--- src/rtl/bcd_adder_n.sv ---
// rtl/bcd_adder_n.sv - multi-digit BCD add/subtract, one digit per clock
// Operands are shifted right each RUN cycle; result digits enter from the top.
module bcd_adder_n #(
    parameter int DIGITS = 4
) (
    input  logic                clk,
    input  logic                rst,
    input  logic                start,
    input  logic                sub,
    input  logic [4*DIGITS-1:0] a,
    input  logic [4*DIGITS-1:0] b,
    input  logic                cin,
    output logic                busy,
    output logic                done,
    output logic [4*DIGITS-1:0] sum,
    output logic                cout,
    output logic                err
);

    localparam int W  = 4 * DIGITS;
    localparam int IW = $clog2(DIGITS + 1);
    localparam logic [IW-1:0] LAST = IW'(DIGITS - 1);

    localparam logic [1:0] IDLE = 2'd0;
    localparam logic [1:0] RUN  = 2'd1;
    localparam logic [1:0] DONE = 2'd2;

    logic [1:0]    state;
    logic [W-1:0]  a_reg;
    logic [W-1:0]  b_reg;
    logic [W-1:0]  res;
    logic [IW-1:0] idx;
    logic          carry;
    logic          sub_reg;
    logic          bad_reg;

    logic [W-1:0]  b_cap;
    logic          bad;
    logic [4:0]    s;
    logic [3:0]    dig;
    logic          carry_next;
    logic [W-1:0]  res_next;

    // Subtraction is done as A + nines-complement(B) with inverted borrow-in.
    always_comb begin
        bad   = 1'b0;
        b_cap = b;
        for (int i = 0; i < DIGITS; i++) begin
            if (a[4*i +: 4] > 4'd9 || b[4*i +: 4] > 4'd9)
                bad = 1'b1;
            b_cap[4*i +: 4] = sub ? (4'd9 - b[4*i +: 4]) : b[4*i +: 4];
        end
    end

    always_comb begin
        s = {1'b0, a_reg[3:0]} + {1'b0, b_reg[3:0]} + {4'd0, carry};
        if (s > 5'd9) begin
            dig        = s[3:0] + 4'd6;
            carry_next = 1'b1;
        end else begin
            dig        = s[3:0];
            carry_next = 1'b0;
        end
        res_next = (res >> 4) | (W'(dig) << (W - 4));
    end

    always_ff @(posedge clk or posedge rst) begin
        if (rst) begin
            state   <= IDLE;
            a_reg   <= '0;
            b_reg   <= '0;
            res     <= '0;
            idx     <= '0;
            carry   <= 1'b0;
            sub_reg <= 1'b0;
            bad_reg <= 1'b0;
            sum     <= '0;
            cout    <= 1'b0;
            err     <= 1'b0;
        end else begin
            case (state)
                IDLE: begin
                    if (start) begin
                        a_reg   <= a;
                        b_reg   <= b_cap;
                        sub_reg <= sub;
                        carry   <= sub ? ~cin : cin;
                        bad_reg <= bad;
                        res     <= '0;
                        idx     <= '0;
                        state   <= RUN;
                    end
                end
                RUN: begin
                    a_reg <= a_reg >> 4;
                    b_reg <= b_reg >> 4;
                    carry <= carry_next;
                    res   <= res_next;
                    idx   <= idx + 1'b1;
                    if (idx == LAST) begin
                        state <= DONE;
                        sum   <= res_next;
                        cout  <= carry_next ^ sub_reg;
                        err   <= bad_reg;
                    end
                end
                DONE: state <= IDLE;
                default: state <= IDLE;
            endcase
        end
    end

    assign busy = (state != IDLE);
    assign done = (state == DONE);

endmodule

--- config.mk ---
export PLATFORM = sky130hd
export DESIGN_NAME = bcd_adder_n
export DESIGN_NICKNAME = d
export VERILOG_FILES = /design/src/rtl/bcd_adder_n.sv
export SDC_FILE = /design/constraint.sdc
export NUM_CORES = 1
export LEC_CHECK = 0
export CORE_AREA = 2 2 77 135
export DETAILED_ROUTE_END_ITERATION = 6
export DIE_AREA = 0 0 79 137
export PLACE_DENSITY = 0.63
export SLEW_MARGIN = 20
export SYNTH_ARGS = -nofsm -noshare
export SYNTH_HDL_FRONTEND = slang
export SYNTH_SLANG_ARGS = --single-unit
--- constraint.sdc ---
create_clock -name clk -period 2.8 [get_ports clk]
set_clock_uncertainty 0.15 [all_clocks]
set_input_delay 0.56 -clock clk [delete_from_list [all_inputs] [get_ports clk]]
set_output_delay 0.56 -clock clk [all_outputs]
set_load 0.02 [all_outputs]
==> impl_summary.log, run 1 <==
INFO  metric drc_errors = 0
INFO  metric synthDistinctLibCells = 39
INFO  metric synth-seq-area-share = 0.525
INFO  metric clock_tree.buffer_depth = 2
INFO  metric critical_path.max_fanout = 3
INFO  metric setup.worst_path.end = res[14]
INFO  metric initial_antenna_violation_count = 0
INFO  metric reg2reg_slack = 0.07 ns
INFO  metric num_io_pins = 57
INFO  metric grt_max_degree = 71
INFO  metric first_global_vias = 2,709
INFO  metric drive_gt1_frac = 0.155
INFO  metric cts.reportedPaths.clkPinSlew = 0.05 ns
INFO  metric die_w = 79 um
INFO  metric period_minus_slack = 2.73 ns
INFO  metric grt-ovfl-total = 0
INFO  metric hold_viol = 0
INFO  metric grt_setup_unrepaired = true
INFO  metric htreeDepth = 3
INFO  metric first_pass_iters = 4
INFO  metric antenna-diode-count = 0
INFO  metric arrival = 2.83 ns
INFO  metric place_congestion = 0.798
INFO  metric dpl.hpwl = 5530 um
INFO  metric ant_nets = 0
INFO  metric cts_sinks = 70
INFO  metric synthesis.instances = 329
INFO  metric placementRows = 48
INFO  metric final_max_slew_viols = 0
INFO  metric timing.hold.worst.class = reg -> reg
INFO  metric finalPower = 0.00599 W
INFO  metric area.growth.synth_to_final = 32.1%
INFO  metric finalWorstSetupSlack = 0.0719 ns
INFO  metric dp_worst_setup_slack = -0.126 ns
INFO  metric postPlaceCellArea = 0.00408 mm^2
INFO  metric number_of_i_o_port_buffers = 56
INFO  metric design.die.area = 0.0108 mm^2
INFO  metric critical_path_buf_inv_count = 0
INFO  metric critical_path_class = reg -> reg
INFO  metric outcome = finished, final reports clean
INFO  metric critPathMostFrequentCell = sky130_fd_sc_hd__fa_2
INFO  metric regToRegEndpoint = res[14]
INFO  metric worstPathCellList = fa_2 -> fa_2 -> xnor2_4 -> ha_4 -> nor2b_4 -> a211oi_4 -> nor4b_2 -> a211oi_1 -> o21ai_1
INFO  metric globalRouteTotalUtil = 0.161
INFO  metric critical_hold_path_startpoint = bad_reg
INFO  metric endpoint_kind = flop
INFO  metric timing.critical_path.max_delay_family = adder cells
INFO  metric syn_nets = 378
INFO  metric layout_worst_path_cycle_share = 0.974
INFO  metric cts_hold_repair.buffers = 0
INFO  metric route.detailed.wl_per_inst = 15.8 um
INFO  metric num_vias = 2,650
INFO  metric tritoncts = done
INFO  metric nets = 437
INFO  metric cts_inserted_buffers = 9
INFO  metric irDropWorstVdd = 0.000598 V
INFO  metric crit_path_start_kind = flop
INFO  metric async_flop_share = 1.00
INFO  metric p_leak = 1.96 nW
INFO  metric ys.warnings.count = 0
INFO  metric min_delay_path_depth = 2
INFO  metric worstSkewPairLatency = 0.33 ns
INFO  metric report.final.setup_viol = 0
INFO  metric drtIter0Drc = 168
INFO  metric path_depth = 9
INFO  metric totalWireLength = 8180 um
INFO  metric initial_core_util = 0.343
INFO  metric placeableCoreArea = 0.00973 mm^2
INFO  metric netlist_area = 0.00334 mm^2
INFO  metric final_area = 0.00441 mm^2
INFO  metric max_stage_delay = 0.45 ns
INFO  metric timing.critical_path.slowest_stage_cell = sky130_fd_sc_hd__fa_2
INFO  metric timing.critical_path.required = 2.91 ns
INFO  metric reg2regPathDepth = 9
INFO  metric synth_ff_type = sky130_fd_sc_hd__dfrtp_1
INFO  metric critical_path.startpoint = b_reg[0]
INFO  metric overall_die_height = 137 um
INFO  metric grt_first_pass_wirelength = 13,100 um
INFO  metric maxCapViolCount = 0
INFO  metric worst_slew_margin_rel = 0.607
INFO  metric number_of_flops_mapped_to_enable_cells_by_yosys = 0
INFO  metric achievable-frequency = 367 MHz
INFO  metric rr_startpoint = b_reg[0]
INFO  metric clock_tree.root_cell = sky130_fd_sc_hd__clkbuf_16
INFO  metric tightest_slew = 0.589 ns
INFO  metric synth_area_per_cell = 10.2 um^2
INFO  metric routed_via_density = 5.12
INFO  metric synth.ff_latch_count = 70
INFO  metric powerDensity = 1360 mW/mm^2
[layout make-up]
cell class | instances | area [um^2]
clock inverters | 4 | 22.5
well taps | 125 | 156
repair buffers | 66 | 648
clock buffers | 12 | 246
multi-input cells | 227 | 1530
flip-flops and latches | 70 | 1750
fillers | 981 | 5320
inverters | 14 | 52.6
[synthesized netlist by cell type, types with 2 or more instances]
library cell,count,area (um^2)
sky130_fd_sc_hd__a22oi_1,17,128
sky130_fd_sc_hd__dfrtp_1,70,1750
sky130_fd_sc_hd__nor2b_1,3,18.8
sky130_fd_sc_hd__nand3_1,8,40.0
sky130_fd_sc_hd__o21ai_0,39,195
sky130_fd_sc_hd__xor2_1,4,35.0
sky130_fd_sc_hd__clkbuf_1,11,41.3
sky130_fd_sc_hd__buf_2,6,30.0
sky130_fd_sc_hd__nand4_1,2,12.5
sky130_fd_sc_hd__a21oi_2,2,17.5
sky130_fd_sc_hd__mux2_2,14,158
sky130_fd_sc_hd__nor2_1,12,45.0
sky130_fd_sc_hd__nor3_1,2,10.0
sky130_fd_sc_hd__and3_4,2,22.5
sky130_fd_sc_hd__nand2b_1,2,12.5
sky130_fd_sc_hd__a211oi_1,3,22.5
sky130_fd_sc_hd__a221o_1,6,60.1
sky130_fd_sc_hd__o21ai_1,2,10.0
sky130_fd_sc_hd__fa_1,2,40.0
sky130_fd_sc_hd__xnor2_1,7,61.3
sky130_fd_sc_hd__ha_1,10,125
sky130_fd_sc_hd__a21oi_1,2,10.0
sky130_fd_sc_hd__inv_1,13,48.8
sky130_fd_sc_hd__mux2i_1,5,50.1
sky130_fd_sc_hd__nand2_1,71,267
[power breakdown]
| part | switching (W) | internal [W] | total (W) |
|---|---|---|---|
| Combinational | 0.00171 | 0.00150 | 0.00321 |
| Clock | 0.000409 | 0.000618 | 0.00103 |
| Sequential | 0.000282 | 0.00147 | 0.00176 |
| Total | 0.00240 | 0.00359 | 0.00599 |
[layer usage]
layer	track usage	vias to the layer above	routed length (um)
li1	-	1258	-
met5	0	-	0
met4	0.0929	0	257
met1	0.183	1289	3220
met3	0.0224	17	345
met2	0.282	86	4350
[through the flow]
| step | util | hold slack (ns) | cells | TNS [ns] |
|---|---|---|---|---|
| finish | 0.453 | 0.314 | 518 | 0 |
| global route | 0.453 | 0.341 | 518 | -0.0542 |
| CTS | 0.449 | 0.321 | 517 | 0 |
| detailed placement | 0.419 | 0.309 | 501 | -0.344 |
| global placement | 0.419 | 0.303 | 501 | -0.0338 |
| floorplan | - | 0.283 | 329 | 0 |
[tightest hold or removal path: stages, from the launching register on]
cell and delay, ns:
sky130_fd_sc_hd__dfrtp_1 0.33, sky130_fd_sc_hd__nand2_1 0.05, sky130_fd_sc_hd__nand2_1 0.05
[cell families (layout without fill, tap and decap cells)]
family	count (synthesis)	count (layout)	synth area share
flip-flops	70	70	0.525
XOR/XNOR	11	11	0.0288
AND/OR/NAND/NOR	108	108	0.142
multiplexers	19	19	0.0622
AO/OA/AOI/OAI	77	77	0.155
buffers and inverters	32	96	0.0382
adder cells (fa/ha/maj)	12	12	0.0495
[what timing repair did]
item / in CTS / in global routing
gates resized for setup: 4 / 7
setup endpoints to repair: 5 / 4
pin swaps: 2 / 7
setup buffers: 0 / 1
[cell usage in the layout, fill, tap and decap left out, types with 2 or more instances in the layout]
| cell | instances |
|---|---|
| sky130_fd_sc_hd__clkinv_2 | 3 |
| sky130_fd_sc_hd__mux2i_1 | 5 |
| sky130_fd_sc_hd__fa_2 | 2 |
| sky130_fd_sc_hd__a211oi_1 | 2 |
| sky130_fd_sc_hd__nand3_1 | 8 |
| sky130_fd_sc_hd__dfrtp_1 | 70 |
| sky130_fd_sc_hd__inv_2 | 3 |
| sky130_fd_sc_hd__clkbuf_1 | 2 |
| sky130_fd_sc_hd__inv_1 | 11 |
| sky130_fd_sc_hd__nor3_1 | 2 |
| sky130_fd_sc_hd__clkdlybuf4s50_1 | 56 |
| sky130_fd_sc_hd__ha_1 | 9 |
| sky130_fd_sc_hd__and3_4 | 2 |
| sky130_fd_sc_hd__buf_4 | 9 |
| sky130_fd_sc_hd__o21ai_1 | 3 |
| sky130_fd_sc_hd__nor2_1 | 12 |
| sky130_fd_sc_hd__o21ai_0 | 38 |
| sky130_fd_sc_hd__a21oi_1 | 2 |
| sky130_fd_sc_hd__a21oi_2 | 2 |
| sky130_fd_sc_hd__xnor2_1 | 6 |
| sky130_fd_sc_hd__a221o_1 | 6 |
| sky130_fd_sc_hd__a22oi_1 | 17 |
| sky130_fd_sc_hd__nand2_1 | 71 |
| sky130_fd_sc_hd__clkbuf_16 | 9 |
| sky130_fd_sc_hd__nand4_1 | 2 |
| sky130_fd_sc_hd__xor2_1 | 4 |
| sky130_fd_sc_hd__mux2_2 | 14 |
[how the worst min path moves through the flow]
stage / endpoint / slack (ns)
floorplan: bad_reg / 0.28
global placement: bad_reg / 0.30
detailed placement: bad_reg / 0.31
CTS: bad_reg / 0.32
global route: b_reg[5] / 0.34
finish: bad_reg / 0.31
Power figures use the tool's default switching activity.
==> inputs of run 2 (changes only) <==
Settings changed: CORE_AREA 2 2 77 135 to 2 2 67 116, DIE_AREA 0 0 79 137 to 0 0 69 118, PLACE_DENSITY 0.63 to 0.79.
==> run 2 against run 1 <==
Net effect: clock power is 17% higher; cell count is 7.3% lower; maximum frequency is 0.34% lower; highest routed layer unchanged; non-clock buffer count is 1 higher; largest power group unchanged; cell area is 0.45% lower.
==> impl_summary.log, run 2 (synthesis gave the netlist of run 1 again) <==
INFO  metric route.detailed.wl_per_inst = 16.4 um (+4.0%)
INFO  metric p_leak = 1.98 nW (+1.2%)
INFO  metric global_route.usage.met2 = 0.367 (+0.0847)
INFO  metric placeableCoreArea = 0.00718 mm^2 (-26%)
INFO  metric clkPwrFrac = 0.200 (+0.028)
INFO  metric worstPathCellList = fa_2 -> fa_2 -> xnor2_2 -> ha_2 -> nand2b_1 -> and4_2 -> nor4b_2 -> a211oi_1 -> o21ai_1
INFO  metric grt-ovfl-total = 0 (unchanged)
INFO  metric irDropWorstVdd = 0.000496 V (-17%)
INFO  metric report.final.setup_viol = 0 (unchanged)
INFO  metric critPathMostFrequentCell = sky130_fd_sc_hd__fa_2
INFO  metric arrival = 2.84 ns (about the same)
INFO  metric fillcell_total = 602 (-39%)
INFO  metric layout_worst_path_cycle_share = 0.978 (+0.00329)
INFO  metric worstSkewPairLatency = 0.33 ns (about the same)
INFO  metric hold_viol = 0 (unchanged)
INFO  metric p_seq_frac = 0.295 (+0.002)
INFO  metric grt_setup_unrepaired = false
INFO  metric initial_antenna_violation_count = 0 (unchanged)
INFO  metric nets = 438 (+0.23%)
INFO  metric tightest_slew = 1.04 ns (+0.452 ns)
INFO  metric top_usage_layer = met2
INFO  metric ant_nets = 0 (unchanged)
INFO  metric area.growth.synth_to_final = 31.5%
INFO  metric clock_tree.buffer_depth = 2 (unchanged)
INFO  metric overall_die_height = 118 um (-14%)
INFO  metric maxCapViolCount = 0 (unchanged)
INFO  metric fin_tns_setup = 0 ns (unchanged)
INFO  metric total_switching_power = 0.00234 W (-2.3%)
INFO  metric timing.critical_path.slowest_stage_cell = sky130_fd_sc_hd__fa_2
INFO  metric die_w = 69 um (-13%)
INFO  metric totalWireLength = 7880 um (-3.7%)
INFO  metric powerDensity = 1370 mW/mm^2 (+0.76%)
INFO  metric grt_first_pass_wirelength = 13,200 um (+0.53%)
INFO  metric critical_path_class = reg -> reg
INFO  metric drtIter0Drc = 121 (-28%)
INFO  metric routed_via_density = 5.47 (+7.0%)
INFO  metric num_vias = 2,627 (-0.87%)
INFO  metric max_stage_delay = 0.42 ns (-0.03 ns)
INFO  metric drive_gt1_frac = 0.152 (-0.00293)
INFO  metric design.die.area = 0.00814 mm^2 (-25%)
INFO  metric place_congestion = 0.816 (+2.3%)
INFO  metric pwr-share-comb = 0.505 (-0.031)
INFO  metric groute.layer.met1.usage = 0.237 (+0.0539)
INFO  metric achievable-frequency = 365 MHz (-0.34%)
INFO  metric antenna-diode-count = 0 (unchanged)
INFO  metric tritoncts = done
INFO  metric worst_slew_margin_rel = 0.305 (-0.302)
INFO  metric first_global_vias = 2,718 (+0.33%)
INFO  metric placementRows = 41 (-15%)
INFO  metric initial_core_util = 0.465 (+0.122)
INFO  metric timing.critical_path.required = 2.90 ns (about the same)
INFO  metric final_max_slew_viols = 0 (unchanged)
INFO  metric clock_tree.root_cell = sky130_fd_sc_hd__clkbuf_16
INFO  metric reg2reg_slack = 0.06 ns (about the same)
INFO  metric cts.reportedPaths.clkPinSlew = 0.05 ns (about the same)
INFO  metric endpoint_kind = flop
INFO  metric htreeDepth = 3 (unchanged)
INFO  metric net_switching_share_of_the_total_power = 0.390 (-0.0106)
INFO  metric grt_max_degree = 71 (unchanged)
INFO  metric cts_sinks = 70 (unchanged)
INFO  metric most_common_library_cell_in_the_layout_ignoring_fill_and_taps = sky130_fd_sc_hd__nand2_1
INFO  metric dpl.hpwl = 5600 um (+1.2%)
INFO  metric cell_internal_pwr = 0.00367 W (+2.1%)
INFO  metric number_of_i_o_port_buffers = 56 (unchanged)
INFO  metric period_minus_slack = 2.74 ns (+0.00923 ns)
INFO  metric most_frequent_cells_in_the_layout = sky130_fd_sc_hd__nand2_1, sky130_fd_sc_hd__dfrtp_1, sky130_fd_sc_hd__clkdlybuf4s50_1
INFO  metric crit_path_start_kind = flop
INFO  metric outcome = finished, final reports clean
INFO  metric globalRouteTotalUtil = 0.207 (+0.0467)
INFO  metric cts_inserted_buffers = 9 (unchanged)
INFO  metric num_io_pins = 57 (unchanged)
INFO  metric timing.hold.worst.class = reg -> reg
INFO  metric drc_errors = 0 (unchanged)
INFO  metric grtUsageMet3 = 0.0445 (+0.0221)
INFO  metric critical_path.max_fanout = 3 (unchanged)
INFO  metric first_pass_iters = 4 (unchanged)
INFO  metric post-route-util = 0.611 (+0.158)
==> run 2: metrics by stage <==
step	instance area [um^2]	total power (W)	setup slack [ns]	cells	hold slack (ns)
floorplan	3350	0.00371	0.0238	329	0.283
global placement	4040	0.00447	-0.0114	463	0.300
detailed placement	4040	0.00465	-0.258	463	0.314
CTS	4390	0.00603	0.0507	480	0.328
global route	4390	0.00641	0.00131	480	0.356
finish	4390	0.00601	0.0627	480	0.324
==> run 2: timing repair <==
item / CTS / global route
hold buffers: 0 / 0
pin swaps: 2 / 1
endpoints found under the hold margin: 0 / 0
setup endpoints to repair: 8 / 1
buffers inserted: 1 / 0
resized for setup: 6 / 0
gates cloned: 0 / 0
==> run 2: layout make-up <==
class                           instances  area, um^2  area share
Multi-Input combinational cell        227        1510       0.343
Sequential cell                        70        1750       0.399
Timing Repair Buffer                   67         656       0.149
Clock buffer                           12         246      0.0561
Tap cell                               86         108      0.0245
Inverter                               14        52.6      0.0120
Clock inverter                          4        70.1      0.0160
==> run 2: routing by layer <==
layer / up-vias / wire length [um]
li1: 1259 / -
met1: 1295 / 3030
met2: 60 / 4390
met3: 13 / 264
met4: 0 / 195
met5: - / 0
==> run 2: power by group through the flow <==
stage                     clock [W]  sequential, W  combinational (W)
after floorplan                   0        0.00183            0.00187
after global placement            0        0.00176            0.00270
after detailed placement          0        0.00179            0.00287
after CTS                   0.00122        0.00178            0.00303
after global routing        0.00127        0.00183            0.00332
final                       0.00120        0.00177            0.00303
==> run 2: final timing paths <==
check,start,depth (start not counted),endpoint
min in group asynchronous,rst,3,sum[5]
max,a_reg[0],9,res[14]
min,a_reg[5],2,a_reg[5]
min reg2reg,a_reg[5],2,a_reg[5]
max reg2reg,a_reg[0],9,res[14]
max in group asynchronous,rst,3,a_reg[12]
==> run 2: critical path: cells and delay by family, from the launching register on <==
family	cells	cell delay [ns]
AO/OA/AOI/OAI	2	0.23
XOR/XNOR	1	0.20
adder cells (fa/ha/maj)	3	1.04
flip-flops	1	0.40
AND/OR/NAND/NOR	3	0.64
==> inputs of run 3 (changes only) <==
Settings changed: CAP_MARGIN from default to 30, TNS_END_PERCENT from default to 100.
==> run 3 against run 2 <==
Net effect: clock-buffer cell count fell by 1; global-route usage rose by 0.21 points; maximum frequency fell by 0.35%; clock power fell by 15%; highest routed layer unchanged.
==> impl_summary.log, run 3 (synthesis gave the netlist of run 1 again) <==
INFO  metric hold_viol = 0 (unchanged)
INFO  metric net_switching_share_of_the_total_power = 0.402 (+0.0119)
INFO  metric clock_tree.root_cell = sky130_fd_sc_hd__clkbuf_16
INFO  metric report.final.setup_viol = 0 (unchanged)
INFO  metric placeableCoreArea = 0.00718 mm^2 (unchanged)
INFO  metric cts_inserted_buffers = 9 (unchanged)
INFO  metric grt-ovfl-total = 0 (unchanged)
INFO  metric cts.reportedPaths.clkPinSlew = 0.05 ns (about the same)
INFO  metric p_leak = 1.99 nW (+0.72%)
INFO  metric num_vias = 2,686 (+2.2%)
INFO  metric rr_startpoint = carry
INFO  metric critical_path_class = reg -> reg
INFO  metric ant_nets = 0 (unchanged)
INFO  metric place_inst = 465 (+0.43%)
INFO  metric route.detailed.wl_per_inst = 16.7 um (+1.8%)
INFO  metric dp_worst_setup_slack = -0.245 ns (+0.0129 ns)
INFO  metric finalWorstSetupSlack = 0.0529 ns (-0.00974 ns)
INFO  metric htreeDepth = 3 (unchanged)
INFO  metric num_io_pins = 57 (unchanged)
INFO  metric worst_slew_margin_rel = 0.506 (+0.202)
INFO  metric drc_errors = 0 (unchanged)
INFO  metric layoutNonFillerInstCount = 481 (+0.21%)
INFO  metric total_switching_power = 0.00250 W (+6.5%)
INFO  metric dpl.hpwl = 5670 um (+1.2%)
INFO  metric arrival = 2.81 ns (-0.03 ns)
INFO  metric first_pass_iters = 4 (unchanged)
INFO  metric finalPower = 0.00621 W (+3.4%)
INFO  metric most_common_library_cell_in_the_layout_ignoring_fill_and_taps = sky130_fd_sc_hd__nand2_1
INFO  metric crit_path_start_kind = flop
INFO  metric worst_hold_slack = 0.327 ns (+0.00253 ns)
INFO  metric worstSkewPairLatency = 0.33 ns (about the same)
INFO  metric area.growth.synth_to_final = 32.3%
INFO  metric clkPwrFrac = 0.163 (-0.037)
INFO  metric clock_tree.buffer_depth = 2 (unchanged)
INFO  metric timing.hold.worst.class = reg -> reg
INFO  metric place_congestion = 0.816 (unchanged)
INFO  metric endpoint_kind = flop
INFO  metric fin_tns_setup = 0 ns (unchanged)
INFO  metric initial_core_util = 0.465 (unchanged)
INFO  metric p_seq_frac = 0.285 (-0.010)
INFO  metric most_frequent_cells_in_the_layout = sky130_fd_sc_hd__nand2_1, sky130_fd_sc_hd__dfrtp_1, sky130_fd_sc_hd__clkdlybuf4s50_1
INFO  metric tritoncts = done
INFO  metric layout_worst_path_cycle_share = 0.981 (+0.00348)
INFO  metric cts_sinks = 70 (unchanged)
INFO  metric routed_via_density = 5.58 (+2.0%)
INFO  metric totalWireLength = 8040 um (+2.1%)
INFO  metric maxCapViolCount = 0 (unchanged)
INFO  metric design.die.area = 0.00814 mm^2 (unchanged)
INFO  metric pwr-share-comb = 0.551 (+0.046)
INFO  metric timing.critical_path.required = 2.86 ns (-0.04 ns)
INFO  metric critical_path.max_fanout = 3 (unchanged)
INFO  metric initial_antenna_violation_count = 0 (unchanged)
INFO  metric critical_hold_path_startpoint = b_reg[5]
INFO  metric outcome = finished, final reports clean
INFO  metric antenna-diode-count = 0 (unchanged)
INFO  metric period_minus_slack = 2.75 ns (+0.00974 ns)
INFO  metric fillcell_total = 597 (-0.83%)
INFO  metric overall_die_height = 118 um (unchanged)
INFO  metric drive_gt1_frac = 0.165 (+0.0123)
INFO  metric irDropWorstVdd = 0.000582 V (+17%)
INFO  metric globalRouteTotalUtil = 0.209 (+0.00208)
INFO  metric final_max_slew_viols = 0 (unchanged)
INFO  metric cell_internal_pwr = 0.00372 W (+1.3%)
INFO  metric die_w = 69 um (unchanged)
INFO  metric tightest_slew = 0.739 ns (-0.303 ns)
INFO  metric powerDensity = 1410 mW/mm^2 (+2.7%)
INFO  metric achievable-frequency = 364 MHz (-0.35%)
INFO  metric placementRows = 41 (unchanged)
INFO  metric number_of_i_o_port_buffers = 56 (unchanged)
INFO  metric drtIter0Drc = 224 (+85%)
INFO  metric nets = 442 (+0.91%)
INFO  metric grt_first_pass_wirelength = 13,400 um (+1.4%)
INFO  metric grt_max_degree = 71 (unchanged)
INFO  metric grt_setup_unrepaired = true
INFO  metric first_global_vias = 2,810 (+3.4%)
INFO  metric critical_path.startpoint = carry
[run 3: cell count changes in the layout (fill, tap and decap cells not counted), sizes merged]
cell    before  now
bufinv       2    0
buf         11   15
clkbuf      12   11
[run 3: area by class of cell]
class,count,area [um^2],area share
multi-input cells,227,1540,0.349
well taps,86,108,0.0243
inverters,14,52.6,0.0119
clock inverters,2,10.0,0.00227
repair buffers,71,701,0.159
flip-flops and latches,70,1750,0.396
clock buffers,11,253,0.0572
[run 3: repair_timing]
action / CTS / global route
buffers inserted: 1 / 2
resized for setup: 5 / 10
hold buffers: 0 / 0
pin swaps: 2 / 8
endpoints found under the setup margin: 6 / 8
[run 3: power groups by stage]
stage / registers [W] / logic (W) / clock network [W]
final: 0.00177 / 0.00343 / 0.00102
after global routing: 0.00183 / 0.00372 / 0.00107
after CTS: 0.00178 / 0.00305 / 0.00103
after detailed placement: 0.00179 / 0.00291 / 0
after global placement: 0.00176 / 0.00270 / 0
after floorplan: 0.00183 / 0.00187 / 0
[run 3: critical path: stages, from the launching register on]
cell and delay (ns):
sky130_fd_sc_hd__dfrtp_1 0.40, sky130_fd_sc_hd__fa_2 0.42, sky130_fd_sc_hd__fa_2 0.57, sky130_fd_sc_hd__inv_2 0.06, sky130_fd_sc_hd__ha_4 0.16, sky130_fd_sc_hd__nor2b_4 0.14
sky130_fd_sc_hd__a211oi_4 0.33, sky130_fd_sc_hd__nor3b_2 0.10, sky130_fd_sc_hd__mux2i_1 0.19, sky130_fd_sc_hd__o21ai_0 0.10
[run 3: per-stage QoR]
stage | util | area [um^2]
2_1_floorplan | - | 3350
3_3_place_gp | 0.562 | 4040
3_5_place_dp | 0.566 | 4070
4_1_cts | 0.607 | 4360
5_1_grt | 0.615 | 4420
6_report | 0.615 | 4420
[run 3: worst paths after layout]
kind	depth (start not counted)	slack (ns)	end
min reg2reg	2	0.33	b_reg[5]
max	9	0.05	sum[13]
min	2	0.33	b_reg[5]
min in group asynchronous	3	0.47	sum[5]
max reg2reg	9	0.05	sum[13]
max in group asynchronous	3	1.73	b_reg[2]
[run 3: metal layers]
metal | GRT usage | part of all wire | up-vias
li1 | - | - | 1264
met1 | 0.233 | 0.38 | 1322
met2 | 0.369 | 0.55 | 80
met3 | 0.0360 | 0.046 | 20
met4 | 0.120 | 0.031 | 0
met5 | 0 | 0 | -
